$ cat src/rtl/piso_16bit_pkg.sv
// Shared types and sizing for the 16-bit parallel-in/serial-out word streamer
// and its serial-in/parallel-out receiver counterpart.
package piso_16bit_pkg;

  localparam int unsigned WIDTH = 16;
  localparam int unsigned DEPTH = 8;
  localparam int unsigned CNT_W = $clog2(DEPTH);

  localparam logic [CNT_W-1:0] LAST_CNT = CNT_W'(DEPTH - 1);

  typedef logic [WIDTH-1:0] word_t;

  typedef enum logic {
    StIdle,
    StShift
  } state_e;

endpackage

$ cat src/rtl/piso_16bit_if.sv
// Load and valid/ready output handshake bundle for piso_16bit.
interface piso_16bit_if;
  import piso_16bit_pkg::*;

  logic  load;
  word_t d0, d1, d2, d3, d4, d5, d6, d7;
  logic  load_rdy;
  word_t q;
  logic  q_valid;
  logic  q_ready;
  logic  q_last;
  logic  busy;

  modport master (
    output load, d0, d1, d2, d3, d4, d5, d6, d7, q_ready,
    input  load_rdy, q, q_valid, q_last, busy
  );

  modport slave (
    input  load, d0, d1, d2, d3, d4, d5, d6, d7, q_ready,
    output load_rdy, q, q_valid, q_last, busy
  );

endinterface

$ cat src/rtl/piso_word_stage.sv
// One word of the streamer bank: register with parallel-load vs shift-in mux,
// enable and synchronous active-low reset.
module piso_word_stage #(
  parameter int unsigned Width = 16
) (
  input  logic             clk_i,
  input  logic             rst_ni,
  input  logic             en_i,
  input  logic             load_i,
  input  logic [Width-1:0] load_d_i,
  input  logic [Width-1:0] shift_d_i,
  output logic [Width-1:0] q_o
);

  logic [Width-1:0] q_q;

  always_ff @(posedge clk_i) begin
    if (!rst_ni) begin
      q_q <= '0;
    end else if (en_i) begin
      q_q <= load_i ? load_d_i : shift_d_i;
    end
  end

  assign q_o = q_q;

endmodule

$ cat src/rtl/piso_16bit.sv
// Parallel-in/serial-out word streamer: captures d0..d7 in one load and emits
// them d0 first over a valid/ready port, with bubble-free back-to-back loads.
module piso_16bit
  import piso_16bit_pkg::*;
(
  input logic         clk,
  input logic         rst,
  piso_16bit_if.slave bus
);

  state_e           state_q;
  logic [CNT_W-1:0] cnt_q;
  word_t            w        [DEPTH];
  word_t            d_par    [DEPTH];
  word_t            shift_in [DEPTH];
  logic             q_valid;
  logic             q_last;
  logic             xfer;
  logic             load_rdy;
  logic             accept;

  assign q_valid  = (state_q == StShift);
  assign q_last   = q_valid && (cnt_q == LAST_CNT);
  assign xfer     = q_valid && bus.q_ready;
  // Final transfer frees the bank in the same cycle, so a new load can land without a gap.
  assign load_rdy = (state_q == StIdle) || (xfer && q_last);
  assign accept   = bus.load && load_rdy;

  always_comb begin
    d_par[0] = bus.d0;
    d_par[1] = bus.d1;
    d_par[2] = bus.d2;
    d_par[3] = bus.d3;
    d_par[4] = bus.d4;
    d_par[5] = bus.d5;
    d_par[6] = bus.d6;
    d_par[7] = bus.d7;
  end

  always_comb begin
    for (int i = 0; i < DEPTH - 1; i++) begin
      shift_in[i] = w[i+1];
    end
    shift_in[DEPTH-1] = '0;
  end

  for (genvar i = 0; i < DEPTH; i++) begin : g_stage
    piso_word_stage #(
      .Width (WIDTH)
    ) u_stage (
      .clk_i     (clk),
      .rst_ni    (rst),
      .en_i      (accept || xfer),
      .load_i    (accept),
      .load_d_i  (d_par[i]),
      .shift_d_i (shift_in[i]),
      .q_o       (w[i])
    );
  end

  always_ff @(posedge clk) begin
    if (!rst) begin
      state_q <= StIdle;
      cnt_q   <= '0;
    end else if (accept) begin
      state_q <= StShift;
      cnt_q   <= '0;
    end else if (xfer) begin
      if (q_last) begin
        state_q <= StIdle;
        cnt_q   <= '0;
      end else begin
        cnt_q <= cnt_q + CNT_W'(1);
      end
    end
  end

  assign bus.q        = w[0];
  assign bus.q_valid  = q_valid;
  assign bus.q_last   = q_last;
  assign bus.load_rdy = load_rdy;
  assign bus.busy     = (state_q == StShift);

endmodule

$ cat src/flat_wrapper.sv
// flat-port wrapper written by rule: the top's interface ports become plain ports
module piso_16bit_flat import piso_16bit_pkg::*;
  (clk, rst, bus_load, bus_d0, bus_d1, bus_d2, bus_d3, bus_d4, bus_d5, bus_d6, bus_d7, bus_q_ready, bus_load_rdy, bus_q, bus_q_valid, bus_q_last, bus_busy);
  piso_16bit_if bus_i ();
  input logic clk;
  input logic rst;
  input wire logic [$bits(bus_i.load)-1:0] bus_load;
  input wire logic [$bits(bus_i.d0)-1:0] bus_d0;
  input wire logic [$bits(bus_i.d1)-1:0] bus_d1;
  input wire logic [$bits(bus_i.d2)-1:0] bus_d2;
  input wire logic [$bits(bus_i.d3)-1:0] bus_d3;
  input wire logic [$bits(bus_i.d4)-1:0] bus_d4;
  input wire logic [$bits(bus_i.d5)-1:0] bus_d5;
  input wire logic [$bits(bus_i.d6)-1:0] bus_d6;
  input wire logic [$bits(bus_i.d7)-1:0] bus_d7;
  input wire logic [$bits(bus_i.q_ready)-1:0] bus_q_ready;
  output wire logic [$bits(bus_i.load_rdy)-1:0] bus_load_rdy;
  output wire logic [$bits(bus_i.q)-1:0] bus_q;
  output wire logic [$bits(bus_i.q_valid)-1:0] bus_q_valid;
  output wire logic [$bits(bus_i.q_last)-1:0] bus_q_last;
  output wire logic [$bits(bus_i.busy)-1:0] bus_busy;
  assign bus_i.load = bus_load;
  assign bus_i.d0 = bus_d0;
  assign bus_i.d1 = bus_d1;
  assign bus_i.d2 = bus_d2;
  assign bus_i.d3 = bus_d3;
  assign bus_i.d4 = bus_d4;
  assign bus_i.d5 = bus_d5;
  assign bus_i.d6 = bus_d6;
  assign bus_i.d7 = bus_d7;
  assign bus_i.q_ready = bus_q_ready;
  assign bus_load_rdy = bus_i.load_rdy;
  assign bus_q = bus_i.q;
  assign bus_q_valid = bus_i.q_valid;
  assign bus_q_last = bus_i.q_last;
  assign bus_busy = bus_i.busy;
  piso_16bit u_core (.clk(clk), .rst(rst), .bus(bus_i));
endmodule
$ cat config.mk
export PLATFORM = sky130hd
export DESIGN_NAME = piso_16bit_flat
export DESIGN_NICKNAME = d
export VERILOG_FILES = /design/src/rtl/piso_16bit_pkg.sv /design/src/rtl/piso_16bit_if.sv /design/src/rtl/piso_word_stage.sv /design/src/rtl/piso_16bit.sv /design/src/flat_wrapper.sv
export SDC_FILE = /design/constraint.sdc
export NUM_CORES = 1
export LEC_CHECK = 0
export CAP_MARGIN = 20
export CORE_UTILIZATION = 50
export DETAILED_ROUTE_END_ITERATION = 8
export PLACE_DENSITY = 0.77
export SETUP_SLACK_MARGIN = 0.3
export SYNTH_ARGS = -nofsm -noshare
export SYNTH_HDL_FRONTEND = slang
export SYNTH_SLANG_ARGS = --single-unit
$ cat constraint.sdc
create_clock -name clk -period 2.2 [get_ports clk]
set_clock_uncertainty 0.1 [all_clocks]
set_input_delay 0.44 -clock clk [delete_from_list [all_inputs] [get_ports clk]]
set_output_delay 0.44 -clock clk [all_outputs]
set_load 0.005 [all_outputs]
# Yosys cells after proc, flatten, opt, wreduce, memory -nomap -nowiden
# Index checks and enable logic that the tools add are counted.
# W data, S select, Z words.
# totals
ff_bits	132
wordCells	36
output_inout_bits	20
inputBits	132
# op_classes
n_bitwise	2
add_sub_neg	1
n_mux	12
reduce_logical	10
n_eq_ne	1
# op_table
operator	count
$mux W16	8
$logic_and A1 B1 Y1	4
$reduce_bool A2 Y1	2
$add A3 B1 Y3 const B	1
$eq A3 B3 Y1 const B	1
$mux W1	3
$mux W3	1
$logic_or A1 B1 Y1	2
$not A1 Y1	2
$reduce_and A2 Y1	1
$reduce_or A2 Y1	1

# Depth between registers and ports, before layout
# Gate-level depths: netlist of run 1.
# logic_depth
ltp_word	7
depth_mapped	7

# Hierarchy
# From an unflattened synthesis of run 1, not the netlist that was laid out.
# hier_totals
hier_cells	587
hier_area_um2	5794.3
# modules_own_cells
module	seq_area_each_um2	instances	area_per_inst_um2	cells_each
piso_word_stage	320.3	8	690.7	70
piso_16bit	80.1	1	269.0	27

# Worst setup path before layout of run 1
# No wires, ideal clock.
# synth_timing
kind	reg-to-output
startpoint	register u_core.cnt_q[0]
endpoint	output bus_load_rdy
path_stages_with_launch	6
path_slack_ns	0.444
arrival_time_ns	1.216
required_time_ns	1.660
n_path_buf	2
cell_sequence	dfxtp_1 ha_1 ha_1 a21bo_1 buf_2 buf_2
# synth_via
elab_chain_cells	4
# synth_rtl
element	line	rtl
start: declaration	piso_16bit.sv:12	logic [CNT_W-1:0] cnt_q;
start signal: assignment	piso_16bit.sv:73	cnt_q <= cnt_q + CNT_W'(1);
$eq A3 B3 Y1	piso_16bit.sv:23	assign q_last = q_valid && (cnt_q == LAST_CNT);
$logic_and A1 B1 Y1	piso_16bit.sv:23	
$logic_and A1 B1 Y1	piso_16bit.sv:26	assign load_rdy = (state_q == StIdle) || (xfer && q_last);
$logic_or A1 B1 Y1	piso_16bit.sv:26	
end: declaration	flat_wrapper.sv:17	output wire logic [$bits(bus_i.load_rdy)-1:0] bus_load_rdy;
# Every way passes these cells.

# Final worst setup path of run 1
# layout_timing
startpoint	register u_core.cnt_q[1]
endpoint	output bus_load_rdy
# The elaborated chain is that of the path after synthesis.

==> qor.yml, run 1 <==
slew_headroom_pct: 55.0
ys_top_cells_by_area: "dfxtp_1, mux2_2, mux2i_1"
die_w_um: 129
via_count: 7102
grt_busiest_layer: "met2"
met1_usage_pct: 32.8
r2r_slack_ns: 0.31
final.setup.tns_ns: 0
fmax_mhz: 501
cts_tree: "done"
syn_area_per_cell_um2: 9.57
rsz0062_at_grt: "yes"
clk_transition_reported_paths_ns: 0.05
nNetsFinal: 1086
seq_area_frac_synth_pct: 32.5
wl_mm: 22.0
rows: 46
drc: 0
status: "completed"
fin_crit_sh_pct: 90.7
coreArea_um2: 15900
grt_use_met3_pct: 6.44
r2r-end: "u_core.g_stage[5].u_stage.q_o[11]"
synth_cell_types: 23
die_area_um2: 16800
power.density_cell_area_nw_per_um2: 689
hp-class: "input port to register"
worstPathArrival_ns: 1.45
drv_slew: 0
synth.largest_area_cell: "dfxtp_1"
maxCapViolCount: 0
ios: 152
r2r_start: "u_core.cnt_q[1]"
startpoint: "u_core.cnt_q[1]"
grt_max_degree: 118
area_growth_pct: 29.8
min_path_cells: 3
ys_warn_count: 0
dr.pass1.iters: 7
grt_pass1_wl_mm: 33.8
hpwl_mm: 13.9
hp-start: "rst"
io_buffers: 151
synth_seq_cells: 132
setup_violations: 0
met2_usage_pct: 42.5
antenna_left: 0
critPathMaxFanout: 3
crit_type: "register to output port"
reg2regPathDepth: 8
antenna_found_initial: 0
finalPower_mw: 7.27
drive_above_1_share_pct: 18.3
syn_inst: 849
peakVddDrop_v: 0.000548
vias_per_cell: 6.01
worst_slew_pin_slew_ns: 0.674
synth_fp_nets: 983
gr-total-overflow: 0
clock_path_buffers: 2
power_leakage_nw: 4.64
cts_made_buffers: 17
clockRootBuffer: "clkbuf_16"
start_kind: "register"
hold_violations: 0
htree_levels: 4
wl_per_cell_um: 18.6
hold-path-endpoint: "u_core.g_stage[5].u_stage.q_o[13]"
grt_pass1_vias: 6611
fin_crit_ns: 1.99
required_ns: 1.66
track_usage_pct: 25.7
diodes: 0
end_kind: "output port"
insertion_delay_ns: 0.42
drt_iter0_drc: 483
cts.sinks: 132
hold_buffers: 0
initial_utilization_pct: 51.2
die_h_um: 129
syn_area_um2: 8130
netlist.area_leader.share_pct: 32.5
final_core_util_pct: 66.4
gp_congestion: 0.776
timing repair:
item	in CTS	in global routing
resized for setup	15	7
gates cloned	0	3
setup buffers	4	2
setup endpoints to repair	2	11
pin swaps	3	0
state kept, by name, summed over array words and instances, names as in the netlist:
name	cells
u_core.g_stage.u_stage.q_o	128
u_core.cnt_q	3
u_core.bus.busy	1
metrics by stage:
step | hold slack (ns) | worst slack, ns | cell area, µm² | std cells
after global routing | 0.377 | 0.154 | 10500 | 1181
after CTS | 0.358 | 0.199 | 10400 | 1176
final | 0.372 | 0.206 | 10500 | 1181
after floorplan | 0.332 | 0.444 | 8130 | 849
after global placement | 0.348 | 0.222 | 9710 | 1139
after detailed placement | 0.352 | 0.206 | 9720 | 1140
kinds of logic after synthesis:
family	after synthesis	share of synthesized area, %
muxes	219	28.6
adders and majority gates	2	0.308
buffers and inverters	97	5.74
and+or+nand+nor	154	11.7
DFF	132	32.5
AOI/OAI and AO/OA	245	21.2
placed cells by master, fill, tap and decap left out, drive strengths merged:
cell,synthesis,final
a32oi,16,16
clkbuf,37,27
nand4b,1,1
a21bo,2,2
dlymetal6s2s,0,2
clkdlybuf4s50,0,144
clkinv,0,4
buf,59,31
bufinv,0,4
dfxtp,132,132
mux2i,114,114
nand2b,129,129
and2,1,1
nor2b,16,16
nand2,4,4
inv,1,1
a21boi,1,1
o221ai,112,112
nor2,2,2
mux2,105,105
ha,2,2
a21oi,114,114
nand3,1,1
worst max-delay path, stage by stage, from the launching register on:
cell     delay (ns)
dfxtp_2        0.33
ha_4           0.16
ha_4           0.16
buf_6          0.11
a21bo_1        0.16
buf_2          0.12
power by group:
group | switching, mW | internal [mW]
sequential | 0.0968 | 2.60
combinational | 0.654 | 0.777
clock | 1.06 | 2.08
total | 1.82 | 5.46
cell type report:
cell class / count / area, µm²
Timing Repair Buffer: 180 / 1910
Multi-Input combinational cell: 620 / 5060
Clock buffer: 24 / 512
Clock inverter: 8 / 144
Sequential cell: 132 / 2650
Fill cell: 1321 / 5340
Inverter: 1 / 3.75
Tap cell: 216 / 270
Yosys cell counts (all sizes together):
cell	n
dfxtp	132
nand2b	129
a21oi	114
mux2i	114
o221ai	112
mux2	105
buf	59
clkbuf	37
a32oi	16
nor2b	16
nand2	4
a21bo	2
ha	2
nor2	2
a21boi	1
and2	1
inv	1
nand3	1
nand4b	1
worst max path at each step:
stage                                        end  slack, ns  cells after the start
6_report                            bus_load_rdy       0.21                      5
3_3_place_gp   u_core.g_stage[7].u_stage.q_o[12]       0.22                      4
2_1_floorplan                       bus_load_rdy       0.44                      5
3_5_place_dp                        bus_load_rdy       0.21                      4
5_1_grt                             bus_load_rdy       0.15                      5
4_1_cts                             bus_load_rdy       0.20                      5
per-layer routing:
| layer | up-vias | wire, µm |
|---|---|---|
| li1 | 3437 | - |
| met1 | 3440 | 9560 |
| met2 | 202 | 10700 |
| met3 | 23 | 1390 |
| met4 | 0 | 348 |
| met5 | - | 0 |
(Power assumes the default switching activity.)
==> run 2, diff against run 1 <==
--- a/config.mk
+++ b/config.mk
@@ -7,6 +7,7 @@
 export LEC_CHECK = 0
 export CAP_MARGIN = 20
 export CORE_UTILIZATION = 50
+export CTS_BUF_LIST = sky130_fd_sc_hd__clkbuf_4
 export DETAILED_ROUTE_END_ITERATION = 8
 export PLACE_DENSITY = 0.77
 export SETUP_SLACK_MARGIN = 0.3
==> run 2 against run 1 <==
Against the previous run: clock power decreased by 43%; highest routed layer unchanged; global-route usage barely moved; critical endpoint unchanged; largest power group is now registers; final cell count up 0.76%; first-iteration DRC count fell by 9.1%.
==> qor.yml, run 2 (synthesis results as in run 1) <==
status: "completed"
final_cell_mix: "clkdlybuf4s50_1, nand2b_1, dfxtp_1, mux2i_1, a21oi_1"
antenna_left: 0  # unchanged
drv_slew: 0  # unchanged
cts_made_buffers: 17  # unchanged
clk_transition_reported_paths_ns: 0.12  # +0.07 ns
nNetsFinal: 1094  # +0.74%
startpoint: "u_core.cnt_q[1]"
critPathMaxFanout: 2  # -1
hold_buffers: 0  # unchanged
coreArea_um2: 15900  # unchanged
track_usage_pct: 25.7  # about the same
hp-class: "input port to register"
wl_mm: 22.3  # +1.4%
die_h_um: 129  # unchanged
grt_max_degree: 118  # unchanged
fin_crit_ns: 2.12  # +0.123 ns
ios: 152  # unchanged
io_buffers: 151  # unchanged
start_kind: "register"
final_core_util_pct: 64.9  # -1.5 points
rsz0062_at_grt: "yes"
setup_violations: 0  # unchanged
hpwl_mm: 13.9  # unchanged
htree_levels: 4  # unchanged
grt_pass1_wl_mm: 33.7  # -0.10%
power.density_cell_area_nw_per_um2: 574  # -17%
gp_congestion: 0.776  # unchanged
antenna_found_initial: 1  # +1
via_count: 7201  # +1.4%
crit_type: "register to output port"
required_ns: 1.66  # about the same
insertion_delay_ns: 0.54  # +0.12 ns
peakVddDrop_v: 0.000360  # -34%
area_growth_pct: 26.8
drc: 0  # unchanged
clock_path_buffers: 2  # unchanged
initial_utilization_pct: 51.2  # unchanged
finalPower_mw: 5.91  # -19%
layout_commonest_cell: "clkdlybuf4s50_1"
dr.pass1.iters: 5  # -2
grt_busiest_layer: "met2"
end_kind: "output port"
gr-total-overflow: 0  # unchanged
met1_usage_pct: 32.4  # -0.33 points
worst_slew_pin_slew_ns: 0.679  # +0.00485 ns
die_area_um2: 16800  # unchanged
r2r_start: "u_core.cnt_q[1]"
clockRootBuffer: "clkbuf_4"
grt_pass1_vias: 6638  # +0.41%
power_leakage_nw: 4.56  # -1.7%
fmax_mhz: 472  # -5.8%
slew_headroom_pct: 54.7  # -0.32 points
grt_use_met3_pct: 7.14  # +0.70 points
fin_crit_sh_pct: 96.3  # +5.6 points
hold_violations: 0  # unchanged
met2_usage_pct: 42.0  # -0.57 points
hp-start: "rst"
rows: 46  # unchanged
drt_iter0_drc: 439  # -9.1%
wl_per_cell_um: 18.8  # +0.68%
largest_register_ffs: 128  # unchanged
vias_per_cell: 6.05  # +0.63%
maxCapViolCount: 0  # unchanged
cts.sinks: 132  # unchanged
cts_tree: "done"
worstPathArrival_ns: 1.58  # +0.13 ns
drive_above_1_share_pct: 20.1  # +1.8 points
die_w_um: 129  # unchanged
## run 2: changes by cell type in the layout (fill, tap and decap cells not counted), sizes merged, moves of 2 or more
cell | before | now
clkinv | 4 | 10
dlygate4sd2 | 0 | 16
buf | 31 | 38
clkbuf | 27 | 22
clkdlybuf4s50 | 144 | 130
dlymetal6s2s | 2 | 0
## run 2: cell type report
type / count / area, µm²
diodes: 1 / 2.50
clock buffers: 18 / 135
clock inverters: 14 / 166
fillers: 1346 / 5580
inverters: 1 / 3.75
multi-input cells: 620 / 5070
flip-flops and latches: 132 / 2670
well taps: 216 / 270
repair buffers: 188 / 1990
## run 2: metrics by stage
stage / TNS (ns) / setup WS (ns) / std cells / instance area [µm²] / hold slack, ns
detailed placement: 0 / 0.206 / 1140 / 9720 / 0.352
global route: -0.00271 / -0.00271 / 1190 / 10300 / 0.202
global placement: 0 / 0.222 / 1139 / 9710 / 0.348
floorplan: 0 / 0.444 / 849 / 8130 / 0.332
CTS: 0 / 0.0527 / 1183 / 10100 / 0.193
finish: 0 / 0.0823 / 1190 / 10300 / 0.237
## run 2: worst paths after layout
path / cells after the start / to / slack [ns]
setup / recovery: 5 / bus_load_rdy / 0.08
hold / removal: 3 / u_core.g_stage[4].u_stage.q_o[11] / 0.24
setup reg to reg: 8 / u_core.g_stage[5].u_stage.q_o[2] / 0.32
hold reg to reg: 2 / u_core.cnt_q[1] / 0.38
## run 2: timing repair
action	CTS	global route
buffers inserted	11	0
endpoints found under the hold margin	0	0
pin swaps	4	5
cloned	0	6
gates resized for setup	45	12
setup endpoints to repair	20	97
## run 2: layer usage
metal / vias to the layer above / part of all wire (%)
met5: - / 0
met1: 3507 / 43
met3: 32 / 6.2
met2: 208 / 49
met4: 0 / 1.9
li1: 3454 / -
## run 2: where the power goes
group          leakage, nW  internal (mW)  switching (mW)
combinational         3.30          0.773           0.662
clock                0.165          0.888           0.891
sequential            1.10           2.60          0.0958
total                 4.56           4.26            1.65
## run 2: critical path, cell delays in order, from the launching register on
cell	delay [ns]
dfxtp_2	0.35
ha_4	0.16
ha_4	0.16
buf_6	0.10
a21bo_1	0.16
buf_2	0.12
==> run 3, diff against run 2 <==
--- a/config.mk
+++ b/config.mk
@@ -9,7 +9,7 @@
 export CORE_UTILIZATION = 50
 export CTS_BUF_LIST = sky130_fd_sc_hd__clkbuf_4
 export DETAILED_ROUTE_END_ITERATION = 8
-export PLACE_DENSITY = 0.77
+export PLACE_DENSITY_LB_ADDON = 0.25
 export SETUP_SLACK_MARGIN = 0.3
 export SYNTH_ARGS = -nofsm -noshare
 export SYNTH_HDL_FRONTEND = slang
==> run 3 against run 2 <==
Against the previous run: maximum frequency grew 3.3%; largest power group unchanged; wire length is 1.3% lower; highest routed layer unchanged; utilization hardly changed; sequential share of layout area is essentially flat; via count shrank 1.8%; final cell count down 0.17%; total power rose by 6.2%; sequential cell count is the same; critical path depth is 1 lower; final area about the same; combinational power is essentially flat; die area is the same.
==> qor.yml, run 3 (synthesis results as in run 1) <==
status: "completed"
ios: 152  # unchanged
fin_hold_ws_ns: 0.228  # -0.00954 ns
final_cell_mix: "nand2b_1, clkdlybuf4s50_1, mux2i_1, a21oi_1, dfxtp_1"
crit_type: "register to output port"
layout_commonest_cell: "nand2b_1"
drive_above_1_share_pct: 20.6  # +0.45 points
coreArea_um2: 15900  # unchanged
drt_iter0_drc: 484  # +10%
area_growth_pct: 26.9  # about the same
insertion_delay_ns: 0.55  # about the same
wl_per_cell_um: 18.6  # -1.1%
hold_buffers: 0  # unchanged
via_count: 7072  # -1.8%
cts.sinks: 132  # unchanged
gp_congestion: 0.771  # -0.62%
wl_mm: 22.1  # -1.3%
rsz0062_at_grt: "yes"
setup_ws_ns: 0.150  # +0.0675 ns
hpwl_mm: 14.1  # +1.4%
design_area_um2: 10300  # about the same
power_leakage_nw: 4.59  # +0.59%
end_kind: "output port"
cts_tree: "done"
grt_max_degree: 108  # -8.5%
grt_pass1_wl_mm: 34.0  # +0.72%
nNetsFinal: 1092  # -0.18%
post-place-ws_ns: 0.212  # +0.00522 ns
rows: 46  # unchanged
critical_path.cell_chain: "ha_4, ha_4, a21bo_1, buf_2"
grt_pass1_vias: 6631  # -0.11%
die_w_um: 129  # unchanged
hp-class: "input port to register"
reg2regPathDepth: 7  # -1
largest_register_ffs: 128  # unchanged
antenna_left: 0  # unchanged
drv_slew: 0  # unchanged
min_path_cells: 3  # unchanged
slowest_stage: "dfxtp_2"
antenna_found_initial: 1  # unchanged
worst_slew_pin_slew_ns: 0.482  # -0.198 ns
dpl_cell_area_um2: 9770  # +0.57%
hold_violations: 0  # unchanged
fmax_mhz: 488  # +3.3%
drc: 0  # unchanged
start_kind: "register"
peakVddDrop_v: 0.000446  # +24%
dr.pass1.iters: 6  # +1
clk_transition_reported_paths_ns: 0.12  # about the same
cpMostUsedCell: "ha_4"
power.density_cell_area_nw_per_um2: 609  # +6.2%
critPathMaxFanout: 3  # +1
fin_crit_sh_pct: 93.2  # -3.1 points
initial_utilization_pct: 51.2  # unchanged
clockRootBuffer: "clkbuf_4"
clock_path_buffers: 2  # unchanged
worstPathArrival_ns: 1.51  # -0.07 ns
slew_headroom_pct: 67.9  # +13 points
io_buffers: 151  # unchanged
die_h_um: 129  # unchanged
fin_crit_ns: 2.05  # -0.0675 ns
gr-total-overflow: 0  # unchanged
htree_levels: 4  # unchanged
stdcell_count: 1188  # -0.17%
final.setup.tns_ns: 0  # unchanged
vias_per_cell: 5.95  # -1.6%
worst_path_largest_cell_delay_ns: 0.36  # about the same
setup_violations: 0  # unchanged
cts_made_buffers: 17  # unchanged
maxCapViolCount: 0  # unchanged
track_usage_pct: 25.8  # +0.12 points
numPlacedInstances: 1144  # +0.35%
die_area_um2: 16800  # unchanged
required_ns: 1.66  # about the same
## run 3: changes by cell type in the layout (fill, tap and decap cells not counted), sizes merged
cell,delta
dlymetal6s2s,+2
clkinvlp,+3
clkinv,-7
bufinv,+2
inv,+3
clkdlybuf4s50,-2
clkbuf,-3
## run 3: per-stage QoR
stage	util, %	total power [mW]
CTS	64.4	6.30
finish	64.9	6.28
global placement	61.5	4.14
global route	64.9	6.57
floorplan	-	3.63
detailed placement	61.5	4.17
## run 3: cell type report
cell class	count	area, µm²
Fill cell	1406	5580
Multi-Input combinational cell	620	5050
Sequential cell	132	2670
Timing Repair Buffer	186	1930
Tap cell	216	270
Clock inverter	15	253
Clock buffer	17	128
Inverter	1	3.75
Antenna cell	1	2.50
## run 3: final timing paths
check	start	end	slack, ns
max	u_core.cnt_q[0]	bus_load_rdy	0.15
min	rst	u_core.cnt_q[1]	0.23
max reg2reg	u_core.cnt_q[0]	u_core.g_stage[1].u_stage.q_o[7]	0.36
min reg2reg	u_core.cnt_q[1]	u_core.cnt_q[1]	0.39
## run 3: worst max-delay path, delay by kind of cell (launching register included)
kind            cells  cell delay, ns
flops               1            0.36
buf+inv             1            0.12
compound gates      1            0.17
fa+ha+maj           2            0.31
## run 3: per-layer routing
layer	up-vias	share of wire, %	track usage, %
li1	3448	-	-
met1	3415	44	32.5
met2	188	48	43.7
met3	21	6.3	6.77
met4	0	1.5	6.84
met5	-	0	0
## run 3: timing repair
action | in CTS | in global routing
pin swaps | 3 | 0
resized for setup | 46 | 4
gates cloned | 0 | 2
endpoints found under the setup margin | 21 | 19
buffers inserted | 8 | 1
## run 3: where the power goes
group	internal [mW]	total [mW]	switching (mW)	leakage [nW]
registers	2.61	2.70	0.0942	1.10
clock network	1.14	2.13	0.992	0.189
logic	0.787	1.45	0.661	3.30
